### src/rtl/jtvigil_pkg.sv
// Shared constants for the Vigilante video blocks: SCR2 register map, layer width, FSM states.
package jtvigil_pkg;

    localparam logic [2:0] SCR2_SCRL_LO = 3'd0;
    localparam logic [2:0] SCR2_SCRL_HI = 3'd1;
    localparam logic [2:0] SCR2_CTRL    = 3'd4;

    localparam int unsigned SCR2_W            = 2048;
    localparam int unsigned SCR2_CTRL_ENB_BIT = 6;

    typedef enum logic [1:0] {
        StIdle,
        StFirst,
        StNext,
        StRun
    } scr2_st_e;

endpackage

### src/rtl/jtvigil_scr2_if.sv
// SDRAM ROM fetch port of the SCR2 renderer: word address/request out, data/valid back.
interface jtvigil_scr2_if;

    logic [15:0] rom_addr;
    logic        rom_cs;
    logic        rom_ok;
    logic [31:0] rom_data;

    modport master (
        output rom_addr,
        output rom_cs,
        input  rom_ok,
        input  rom_data
    );

    modport slave (
        input  rom_addr,
        input  rom_cs,
        output rom_ok,
        output rom_data
    );

endinterface

### src/rtl/jtvigil_scr2_shift.sv
// SCR2 pixel serialiser: 32-bit 4bpp shift register with load-time pre-shift and pixel counter.
module jtvigil_scr2_shift (
    input  logic        clk,
    input  logic        rst_n,
    input  logic        load_i,
    input  logic [31:0] data_i,
    input  logic [2:0]  skip_i,
    input  logic        shift_i,
    output logic [3:0]  pxl_o,
    output logic        last_o
);

    logic [31:0] shreg_q;
    logic [2:0]  cnt_q;

    // A load starts the counter at the skipped pixel count so the word boundary stays aligned.
    always_ff @(posedge clk or negedge rst_n) begin
        if (!rst_n) begin
            shreg_q <= '0;
            cnt_q   <= '0;
        end else if (load_i) begin
            shreg_q <= data_i << {skip_i, 2'b00};
            cnt_q   <= skip_i;
        end else if (shift_i) begin
            shreg_q <= {shreg_q[27:0], 4'h0};
            cnt_q   <= cnt_q + 3'd1;
        end
    end

    assign pxl_o  = shreg_q[31:28];
    assign last_o = (cnt_q == 3'd7);

endmodule

### src/rtl/jtvigil_scr2.sv
// Vigilante rear background (SCR2): scroll/colour registers, ROM word prefetch, pixel output.
// Optional JTVIGIL_SCR2_DEBUG_EN adds the st_dout underrun counter and the gfx_dis input.
module jtvigil_scr2
    import jtvigil_pkg::*;
#(
    parameter int HOFFSET = 0
) (
    input  logic           clk,
    input  logic           rst_n,
    input  logic           pxl_cen,
    input  logic           LHBL,
    input  logic [7:0]     vdump,
    input  logic [2:0]     main_addr,
    input  logic [7:0]     main_dout,
    input  logic           main_rnw,
    input  logic           scr2_cs,
    jtvigil_scr2_if.master rom,
    output logic [3:0]     scr2_pxl,
    output logic [2:0]     scr2col,
    output logic           scr2enb
`ifdef JTVIGIL_SCR2_DEBUG_EN
    ,
    input  logic           gfx_dis,
    output logic [7:0]     st_dout
`endif
);

    localparam int unsigned XW = $clog2(SCR2_W);

    scr2_st_e    st_q, st_d;
    logic        lhbl_q;
    logic [7:0]  vline_q, vline_d;
    logic [XW-1:0] x_q, x_d;
    logic        rom_cs_q, rom_cs_d;
    logic        nvalid_q, nvalid_d;
    logic [31:0] next_q, next_d;
    logic [10:0] hscroll_q;
    logic [2:0]  col_q;
    logic        enb_q;
    logic [3:0]  pxl_q;

    logic [XW-1:0] hoff;
    logic        lhbl_fall, accept, pix_step, wrap, pxl_mask;
    logic        sh_load, sh_last;
    logic [31:0] sh_data;
    logic [2:0]  sh_skip;
    logic [3:0]  sh_pxl;

    assign hoff      = HOFFSET[XW-1:0];
    assign lhbl_fall = lhbl_q & ~LHBL;
    assign accept    = rom_cs_q & rom.rom_ok;
    assign pix_step  = pxl_cen & LHBL & ((st_q == StNext) | (st_q == StRun));
    assign wrap      = pix_step & sh_last;

    always_ff @(posedge clk or negedge rst_n) begin
        if (!rst_n) begin
            hscroll_q <= '0;
            col_q     <= '0;
            enb_q     <= 1'b0;
        end else if (scr2_cs && !main_rnw) begin
            case (main_addr)
                SCR2_SCRL_LO: hscroll_q[7:0]  <= main_dout;
                SCR2_SCRL_HI: hscroll_q[10:8] <= main_dout[2:0];
                SCR2_CTRL: begin
                    col_q <= main_dout[2:0];
                    enb_q <= main_dout[SCR2_CTRL_ENB_BIT];
                end
                default: ;
            endcase
        end
    end

    always_ff @(posedge clk or negedge rst_n) begin
        if (!rst_n) begin
            st_q     <= StIdle;
            lhbl_q   <= 1'b0;
            vline_q  <= '0;
            x_q      <= '0;
            rom_cs_q <= 1'b0;
            nvalid_q <= 1'b0;
            next_q   <= '0;
        end else begin
            st_q     <= st_d;
            lhbl_q   <= LHBL;
            vline_q  <= vline_d;
            x_q      <= x_d;
            rom_cs_q <= rom_cs_d;
            nvalid_q <= nvalid_d;
            next_q   <= next_d;
        end
    end

    always_comb begin
        st_d     = st_q;
        vline_d  = vline_q;
        x_d      = x_q;
        rom_cs_d = rom_cs_q;
        nvalid_d = nvalid_q;
        next_d   = next_q;
        sh_load  = 1'b0;
        sh_data  = rom.rom_data;
        sh_skip  = 3'd0;
        if (lhbl_fall) begin
            // Dropping rom_cs here abandons any fetch still in flight.
            st_d     = StFirst;
            vline_d  = vdump;
            x_d      = hscroll_q + hoff;
            rom_cs_d = 1'b0;
            nvalid_d = 1'b0;
        end else begin
            case (st_q)
                StIdle: ;
                StFirst: begin
                    if (accept) begin
                        sh_load  = 1'b1;
                        sh_skip  = x_q[2:0];
                        x_d      = x_q + XW'(8);
                        rom_cs_d = 1'b0;
                        st_d     = StNext;
                    end else begin
                        rom_cs_d = 1'b1;
                    end
                end
                StNext: begin
                    if (accept) begin
                        next_d   = rom.rom_data;
                        nvalid_d = 1'b1;
                        rom_cs_d = 1'b0;
                        st_d     = StRun;
                    end else begin
                        rom_cs_d = 1'b1;
                    end
                    // Word boundary before the fetch landed: emit zeros and refetch at the new x.
                    if (wrap) begin
                        sh_load  = 1'b1;
                        sh_data  = accept ? rom.rom_data : 32'd0;
                        x_d      = x_q + XW'(8);
                        rom_cs_d = 1'b0;
                        nvalid_d = 1'b0;
                        st_d     = StNext;
                    end
                end
                StRun: begin
                    if (wrap) begin
                        sh_load  = 1'b1;
                        sh_data  = nvalid_q ? next_q : 32'd0;
                        x_d      = x_q + XW'(8);
                        nvalid_d = 1'b0;
                        st_d     = StNext;
                    end
                end
                default: st_d = StIdle;
            endcase
        end
    end

    jtvigil_scr2_shift u_shift (
        .clk     (clk),
        .rst_n   (rst_n),
        .load_i  (sh_load),
        .data_i  (sh_data),
        .skip_i  (sh_skip),
        .shift_i (pix_step),
        .pxl_o   (sh_pxl),
        .last_o  (sh_last)
    );

`ifdef JTVIGIL_SCR2_DEBUG_EN
    logic [7:0] unrun_q;
    logic       underrun;

    assign underrun = (st_q == StNext) & wrap & ~accept;

    always_ff @(posedge clk or negedge rst_n) begin
        if (!rst_n) begin
            unrun_q <= '0;
        end else if (underrun && unrun_q != 8'hFF) begin
            unrun_q <= unrun_q + 8'd1;
        end
    end

    assign st_dout  = unrun_q;
    assign pxl_mask = ~gfx_dis;
`else
    assign pxl_mask = 1'b1;
`endif

    always_ff @(posedge clk or negedge rst_n) begin
        if (!rst_n) begin
            pxl_q <= '0;
        end else if (!LHBL) begin
            pxl_q <= '0;
        end else if (pxl_cen) begin
            pxl_q <= (pix_step && pxl_mask) ? sh_pxl : 4'd0;
        end
    end

    assign rom.rom_cs   = rom_cs_q;
    assign rom.rom_addr = {vline_q, x_q[XW-1:3]};
    assign scr2_pxl     = pxl_q;
    assign scr2col      = col_q;
    assign scr2enb      = enb_q;

endmodule

### src/flat_wrapper.sv
// flat-port wrapper written by rule: the top's interface ports become plain ports
module jtvigil_scr2_flat import jtvigil_pkg::*;
#(
    parameter int HOFFSET = 0
)
  (clk, rst_n, pxl_cen, LHBL, vdump, main_addr, main_dout, main_rnw, scr2_cs, scr2_pxl, scr2col, scr2enb, rom_rom_addr, rom_rom_cs, rom_rom_ok, rom_rom_data);
  jtvigil_scr2_if rom_i ();
  input  logic clk;
  input  logic rst_n;
  input  logic pxl_cen;
  input  logic LHBL;
  input  logic [7:0] vdump;
  input  logic [2:0] main_addr;
  input  logic [7:0] main_dout;
  input  logic main_rnw;
  input  logic scr2_cs;
  output logic [3:0] scr2_pxl;
  output logic [2:0] scr2col;
  output logic scr2enb;
  output wire logic [$bits(rom_i.rom_addr)-1:0] rom_rom_addr;
  output wire logic [$bits(rom_i.rom_cs)-1:0] rom_rom_cs;
  input wire logic [$bits(rom_i.rom_ok)-1:0] rom_rom_ok;
  input wire logic [$bits(rom_i.rom_data)-1:0] rom_rom_data;
  assign rom_rom_addr = rom_i.rom_addr;
  assign rom_rom_cs = rom_i.rom_cs;
  assign rom_i.rom_ok = rom_rom_ok;
  assign rom_i.rom_data = rom_rom_data;
  jtvigil_scr2 #(.HOFFSET(HOFFSET)) u_core (.clk(clk), .rst_n(rst_n), .pxl_cen(pxl_cen), .LHBL(LHBL), .vdump(vdump), .main_addr(main_addr), .main_dout(main_dout), .main_rnw(main_rnw), .scr2_cs(scr2_cs), .rom(rom_i), .scr2_pxl(scr2_pxl), .scr2col(scr2col), .scr2enb(scr2enb));
endmodule
### config.mk
export PLATFORM = sky130hd
export DESIGN_NAME = jtvigil_scr2_flat
export DESIGN_NICKNAME = d
export VERILOG_FILES = /design/src/rtl/jtvigil_pkg.sv /design/src/rtl/jtvigil_scr2_if.sv /design/src/rtl/jtvigil_scr2_shift.sv /design/src/rtl/jtvigil_scr2.sv /design/src/flat_wrapper.sv
export SDC_FILE = /design/constraint.sdc
export NUM_CORES = 1
export LEC_CHECK = 0
export BUFFER_PORTS_ARGS = -buffer_cell sky130_fd_sc_hd__buf_2
export CORE_ASPECT_RATIO = 1.4
export CORE_UTILIZATION = 43
export CTS_BUF_LIST = sky130_fd_sc_hd__clkbuf_8
export DETAILED_ROUTE_END_ITERATION = 10
export HOLD_SLACK_MARGIN = 0.02
export PLACE_DENSITY = 0.7
export SYNTH_ARGS = -nofsm -noshare
export SYNTH_HDL_FRONTEND = slang
export SYNTH_SLANG_ARGS = --single-unit
### constraint.sdc
create_clock -name clk -period 2.9 [get_ports clk]
set_input_delay 0.435 -clock clk [delete_from_list [all_inputs] [get_ports clk]]
set_output_delay 0.435 -clock clk [all_outputs]
set_load 0.01 [all_outputs]
### Yosys cells after proc, flatten, opt, wreduce, memory -nomap -nowiden

Cells that the tools add are included.

| word-level totals | value |
|---|---|
| flip-flop bits (word level) | 110 |
| latch bits | 0 |
| RAM bits | 0 |
| bits in read-only memories | 0 |
| input port bits | 58 |
| output and inout port bits | 25 |
| logic and storage cells | 91 |
| memories | 0 |

| operators by class | value |
|---|---|
| $add $sub $neg | 2 |
| multipliers | 0 |
| div/mod/pow operators | 0 |
| $lt $le $gt $ge | 0 |
| eq/ne operators | 11 |
| shift operators | 1 |
| muxes and demuxes | 39 |
| bitwise gates (word level) | 8 |
| reduce and logical (&&, ||, !) cells | 16 |

Operator list:

| operator | number |
|---|---|
| $mux W32 | 7 |
| $pmux W32 S2 | 1 |
| $mux W11 | 3 |
| $shl A32 B5 Y32 | 1 |
| $pmux W11 S2 | 1 |
| $mux W3 | 5 |
| $mux W4 | 3 |
| $add A11 B4 Y11 const B | 1 |
| $mux W1 | 10 |
| $mux W2 | 5 |
| $ne A3 B1 Y1 const B | 3 |
| $reduce_and A3 Y1 | 3 |
| $reduce_bool A3 Y1 | 3 |
| $eq A3 B3 Y1 const B | 2 |
| $pmux W1 S2 | 3 |
| $pmux W2 S3 | 1 |
| $reduce_and A2 Y1 | 3 |
| $and A1 B1 Y1 | 5 |
| $eq A2 B2 Y1 const B | 2 |
| $ne A4 B1 Y1 const B | 1 |
| $reduce_and A4 Y1 | 1 |
| $reduce_bool A4 Y1 | 1 |
| $add A3 B1 Y3 const B | 1 |
| $eq A3 B1 Y1 const B | 1 |
| other kinds (9) | 10 |

### Longest topological paths before layout

| logic depth | value |
|---|---|
| depth after elaboration | 9 |
| gate-level depth with buffers | 11 |
| mapped depth without buffers | 8 |

### By module

Synthesis repeated with hierarchy kept, for this count alone.

| unflattened totals | value |
|---|---|
| cells, all modules | 543 |
| area, all modules | 6,014.5 um2 |

Modules (own cells, without submodules):

| module | instances | cells an instance | area each (um2) | seq. area each (um2) |
|---|---|---|---|---|
| jtvigil_scr2 | 1 | 292 | 3,632.2 | 1,876.8 |
| jtvigil_scr2_shift | 1 | 251 | 2,382.3 | 875.8 |

### Least setup slack after synthesis

No wires, ideal clock.

| timing path | value |
|---|---|
| path type | flip-flop to flip-flop |
| from | reg u_core.u_shift.cnt_q[0] |
| to | reg u_core.u_shift.shreg_q[28] |
| setup time | 131 ps |
| arrival time | 2,280 ps |
| required time | 2,769 ps |
| setup slack | 489 ps |
| cell stages (with the launch flop) | 11 |
| buffers on the path | 2 |
| clock period less this slack | 2,411 ps |
| cells stage by stage | dfrtp_1 -> ha_1 -> ha_1 -> and3_1 -> buf_4 -> and3_4 -> buf_6 -> a221oi_1 -> o22a_1 -> a221oi_1 -> or3_1 |

| between the ends | value |
|---|---|
| cells in the longest elaborated chain, start to end | 7 |
| elaborated cells between the ends (all ways) | 12 |
| classes of those cells | 1 x eq/ne; 1 x shift; 8 x mux; 1 x bitwise; 1 x reduce/logical |

RTL lines:

| what | line | source |
|---|---|---|
| start: declaration | jtvigil_scr2_shift.sv:14 | `logic [2:0] cnt_q;` |
| start signal: assignment | jtvigil_scr2_shift.sv:23 | `cnt_q <= skip_i;` |
| start signal: assignment | jtvigil_scr2_shift.sv:26 | `cnt_q <= cnt_q + 3'd1;` |
| $eq A3 B3 Y1 * | jtvigil_scr2_shift.sv:31 | `assign last_o = (cnt_q == 3'd7);` |
| $and A1 B1 Y1 * | jtvigil_scr2.sv:53 | `assign wrap = pix_step & sh_last;` |
| $mux W32, on equally long branches | jtvigil_scr2.sv:144, jtvigil_scr2.sv:134 |  |
| $pmux W32 S2 | jtvigil_scr2.sv:111 | `case (st_q)` |
| $mux W32 | jtvigil_scr2.sv:103 | `if (lhbl_fall) begin` |
| $shl A32 B5 Y32 | jtvigil_scr2_shift.sv:22 | `shreg_q <= data_i << {skip_i, 2'b00};` |
| $mux W32 | jtvigil_scr2_shift.sv:21 | `end else if (load_i) begin` |
| end signal: assignment | jtvigil_scr2_shift.sv:22 |  |
| end signal: assignment | jtvigil_scr2_shift.sv:25 | `shreg_q <= {shreg_q[27:0], 4'h0};` |
| end: declaration | jtvigil_scr2_shift.sv:13 | `logic [31:0] shreg_q;` |

Mark *: on every way between the ends. The rest lies on a longest branch, timed or not.
A chain may end at the register's enable or synchronous reset.

### Worst setup path after layout

| timing path | value |
|---|---|
| from | reg u_core.st_q[1] |
| to | reg u_core.u_shift.shreg_q[26] |

| between the ends | value |
|---|---|
| cells in the longest elaborated chain, start to end | 9 |
| elaborated cells between the ends (all ways) | 19 |
| classes of those cells | 3 x eq/ne; 1 x shift; 10 x mux; 3 x bitwise; 2 x reduce/logical |

RTL lines:

| what | line | source |
|---|---|---|
| start: declaration | jtvigil_scr2.sv:30 | `scr2_st_e st_q, st_d;` |
| start signal: assignment | jtvigil_scr2.sv:75 | `st_q <= StIdle;` |
| start signal: assignment | jtvigil_scr2.sv:83 | `st_q <= st_d;` |
| $eq A2 B2 Y1 | jtvigil_scr2.sv:52, jtvigil_scr2.sv:111 |  |
| $or A1 B1 Y1 | jtvigil_scr2.sv:52 | `assign pix_step = pxl_cen & LHBL & ((st_q == StNext) \| (st_q == StRun));` |
| $and A1 B1 Y1 | jtvigil_scr2.sv:52 |  |
| $and A1 B1 Y1 | jtvigil_scr2.sv:53 |  |
| $mux W32, on equally long branches | jtvigil_scr2.sv:144, jtvigil_scr2.sv:134 |  |
| $pmux W32 S2 | jtvigil_scr2.sv:111 |  |
| $mux W32 | jtvigil_scr2.sv:103 |  |
| $shl A32 B5 Y32 | jtvigil_scr2_shift.sv:22 |  |
| $mux W32 | jtvigil_scr2_shift.sv:21 |  |

Parallel ways exist; a longest one is shown, timed or not.

==> impl_metrics.yaml <==
grt:
  grt_overflow: 0
  grt_use_total_pct: 24.25
  antenna_found_initial: 0
  grt_max_degree: 72
  grt_pass1_vias: 5511
  grt_first_pass_wirelength_um: 28600
power_and_ir_drop:
  ir_worst_vdd_mv: 0.4609
  p_leak_nw: 3.112
  power_density_nw_per_um2: 811.3
route:
  wl_per_cell_um: 21.00
  vias: 5472
  drtIter0Drc: 524
  viasPerCell: 6.232
  antenna_left: 0
  drc: 0
  first_pass_iters: 5
  routed_wl_um: 18440
timing:
  max_freq_mhz: 362.2
  min_period_ps: 2761
  slew-limit-headroom_pct: 54.97
  clock_skew_ps: 15.02
  post-route-period-util_pct: 95.21
  rsz0062_at_grt: "false"
  worstMarginPinSlew_ps: 675.4
  hold_ws_ps: 12.66
  final-max-slew-violation-count: 0
  finalHoldViolations: 0
  setup_viol: 0
  setup_tns_ps: 0
worst_setup_path:
  worst-endpoint-arrival_ps: 3090
  crit_fanout: 14
  worstSetupEndpointType: "register"
  cp-start-kind: "register"
  required_ps: 3230
  path_class: "register to register"
finish:
  drive_above_1_share_pct: 29.58
  mostFrequentLayoutCell: "dfrtp_1"
  final_cell_mix: "110 x dfrtp_1, 81 x buf_2, 68 x nand2_1, 49 x mux2_2, 39 x o21ai_0"
  syn_to_final_growth_pct: 14.04
  finish.utilization_pct: 50.62
  finalNetCount: 753
  nFillCells: 1314
  antennaDiodeCount: 0
synthesis:
  avgSynthCellArea_sq_um: 10.16
  synthCells: 613
  yosysTopAreaCellShare_pct: 44.18
  yosys-top-cells-area: "dfrtp_1 44%, mux2_2 8.9%, nand2_1 4.1%"
  synth_nets: 678
  syn_area_sq_um: 6231
  synth_seq_area_share_pct: 44.18
  synth_top_area_cell: "dfrtp_1"
  ys_types: 65
  synth-edff-count: 0
  synth_seq_cells: 110
  yosys_warnings: 0
  async_reset_ff_share_pct: 100.0
  ys.flop_type: "dfrtp_1"
cts:
  hold_buffers: 0
  clkLatencyLatePin_ps: 390
  cts-root-buf: "clkbuf_8"
  cts.clk_slew.worst_paths_ps: 120
  htree_levels: 3
  cts_tree: "yes"
  cts.sinks: 110
  clockBufferDepth: 2
  postCtsSetupBuffers: 0
  cts_inserted_buffers: 9
die:
  std_cell_rows: 51
  ios: 83
  design.core.area_sq_um: 14040
  start_util_pct: 44.39
  die_w_um: 103.7
  die_y_um: 144.4
  die_area_sq_um: 14980
placement:
  place.gp.congestion: 0.9699
  dp_hpwl_um: 13460
  io_buffer_count: 82
job:
  cap_violations: 0
hold_path:
  hp-class: "primary input to asynchronous set/reset pin"
status:
  outcome: "finished, final reports clean"
[repair_timing]
action                                  CTS  global route
endpoints found under the setup margin    0             4
gates resized for setup                   0             2
hold endpoints to repair                  0             0
[Yosys cell counts (3+ instances only)]
cell	count
ha_1	7
nor3_1	8
nand4_1	7
clkbuf_1	22
a211o_1	3
a221o_1	15
a211oi_1	4
a221oi_1	22
a21boi_0	5
mux2_2	49
buf_4	10
xor2_1	4
o21ai_1	16
a22oi_2	4
o22a_1	7
a22oi_1	5
buf_6	3
o31ai_1	4
o32a_1	7
dfrtp_1	110
or3_1	4
o21ai_0	39
o211ai_1	11
nand2b_1	8
a22o_1	16
nand3_1	18
nor2_1	27
inv_1	3
o21a_1	8
mux2i_1	12
o22ai_1	11
buf_2	18
a21oi_1	12
xnor2_1	3
and3_1	3
nand2_1	68
[through the flow]
step	total power, mW	instance area [sq um]	instances	setup WS [ps]
floorplan	4.064	6231	613	488.8
global placement	4.700	6888	861	212.0
detailed placement	4.774	6888	861	198.9
CTS	5.716	7089	877	158.5
global route	6.085	7106	878	13.44
finish	5.765	7106	878	139.0
[routing by layer]
layer | up-vias | GRT usage [%] | routed length [um]
li1 | 2483 | - | -
met2 | 259 | 41.61 | 9193
met4 | 0 | 12.33 | 738
met5 | - | 0 | 0
met3 | 44 | 3.921 | 1088
met1 | 2686 | 29.72 | 7415
[kinds of logic after synthesis]
kind of cell / count (synthesis) / share of synthesized area, %
adder cells (fa/ha/maj): 7 / 1.406
AO/OA/AOI/OAI: 209 / 25.22
AND/OR/NAND/NOR: 161 / 12.61
multiplexers: 61 / 10.78
buffers and inverters: 58 / 4.819
XOR/XNOR: 7 / 0.9840
flip-flops: 110 / 44.18
[report_power, final]
group / leakage, nW / switching, mW / internal [mW] / total (mW)
combinational: 1.65 / 1.20 / 1.03 / 2.23
clock: 0.104 / 0.601 / 0.344 / 0.946
sequential: 1.36 / 0.465 / 2.12 / 2.59
total: 3.11 / 2.27 / 3.50 / 5.77
[cell type report]
cell class              instances  area, sq um  share of cell area (%)
flip-flops and latches        110         2753                   38.74
well taps                     185        231.5                   3.258
multi-input cells             446         3204                   45.10
clock buffers                   9        123.9                   1.743
clock inverters                 7        77.57                   1.092
inverters                       4        15.01                  0.2113
repair buffers                117        700.7                   9.861
[flip-flops by register name, summed over array words and instances, names as in the netlist]
register                count
u_core.hscroll_q           11
u_core.lhbl_q               1
u_core.next_q              32
u_core.nvalid_q             1
u_core.rom.rom_cs           1
u_core.scr2_pxl             4
u_core.scr2col              3
u_core.scr2enb              1
u_core.st_q                 2
u_core.u_shift.cnt_q        3
u_core.u_shift.shreg_q     32
u_core.vline_q              8
u_core.x_q                 11
[worst max-delay path: stages (launching register included)]
cell,delay (ps)
dfrtp_1,420
inv_1,110
ha_1,250
and3_1,260
buf_4,180
and3_1,580
nand2_1,310
o32a_1,250
o22ai_1,170
o22a_1,160
[path summary, 6_finish.rpt]
check,from,end,slack [ps],cells after the start
min reg2reg,u_core.hscroll_q[1],u_core.x_q[1],480,2
max in group asynchronous,rst_n,u_core.u_shift.shreg_q[0],2100,2
min,rst_n,u_core.next_q[15],10,1
min in group clk,vdump[4],u_core.vline_q[4],220,3
max reg2reg,u_core.st_q[1],u_core.u_shift.shreg_q[26],140,9
max,u_core.st_q[1],u_core.u_shift.shreg_q[26],140,9
(Power assumes the default switching activity.)
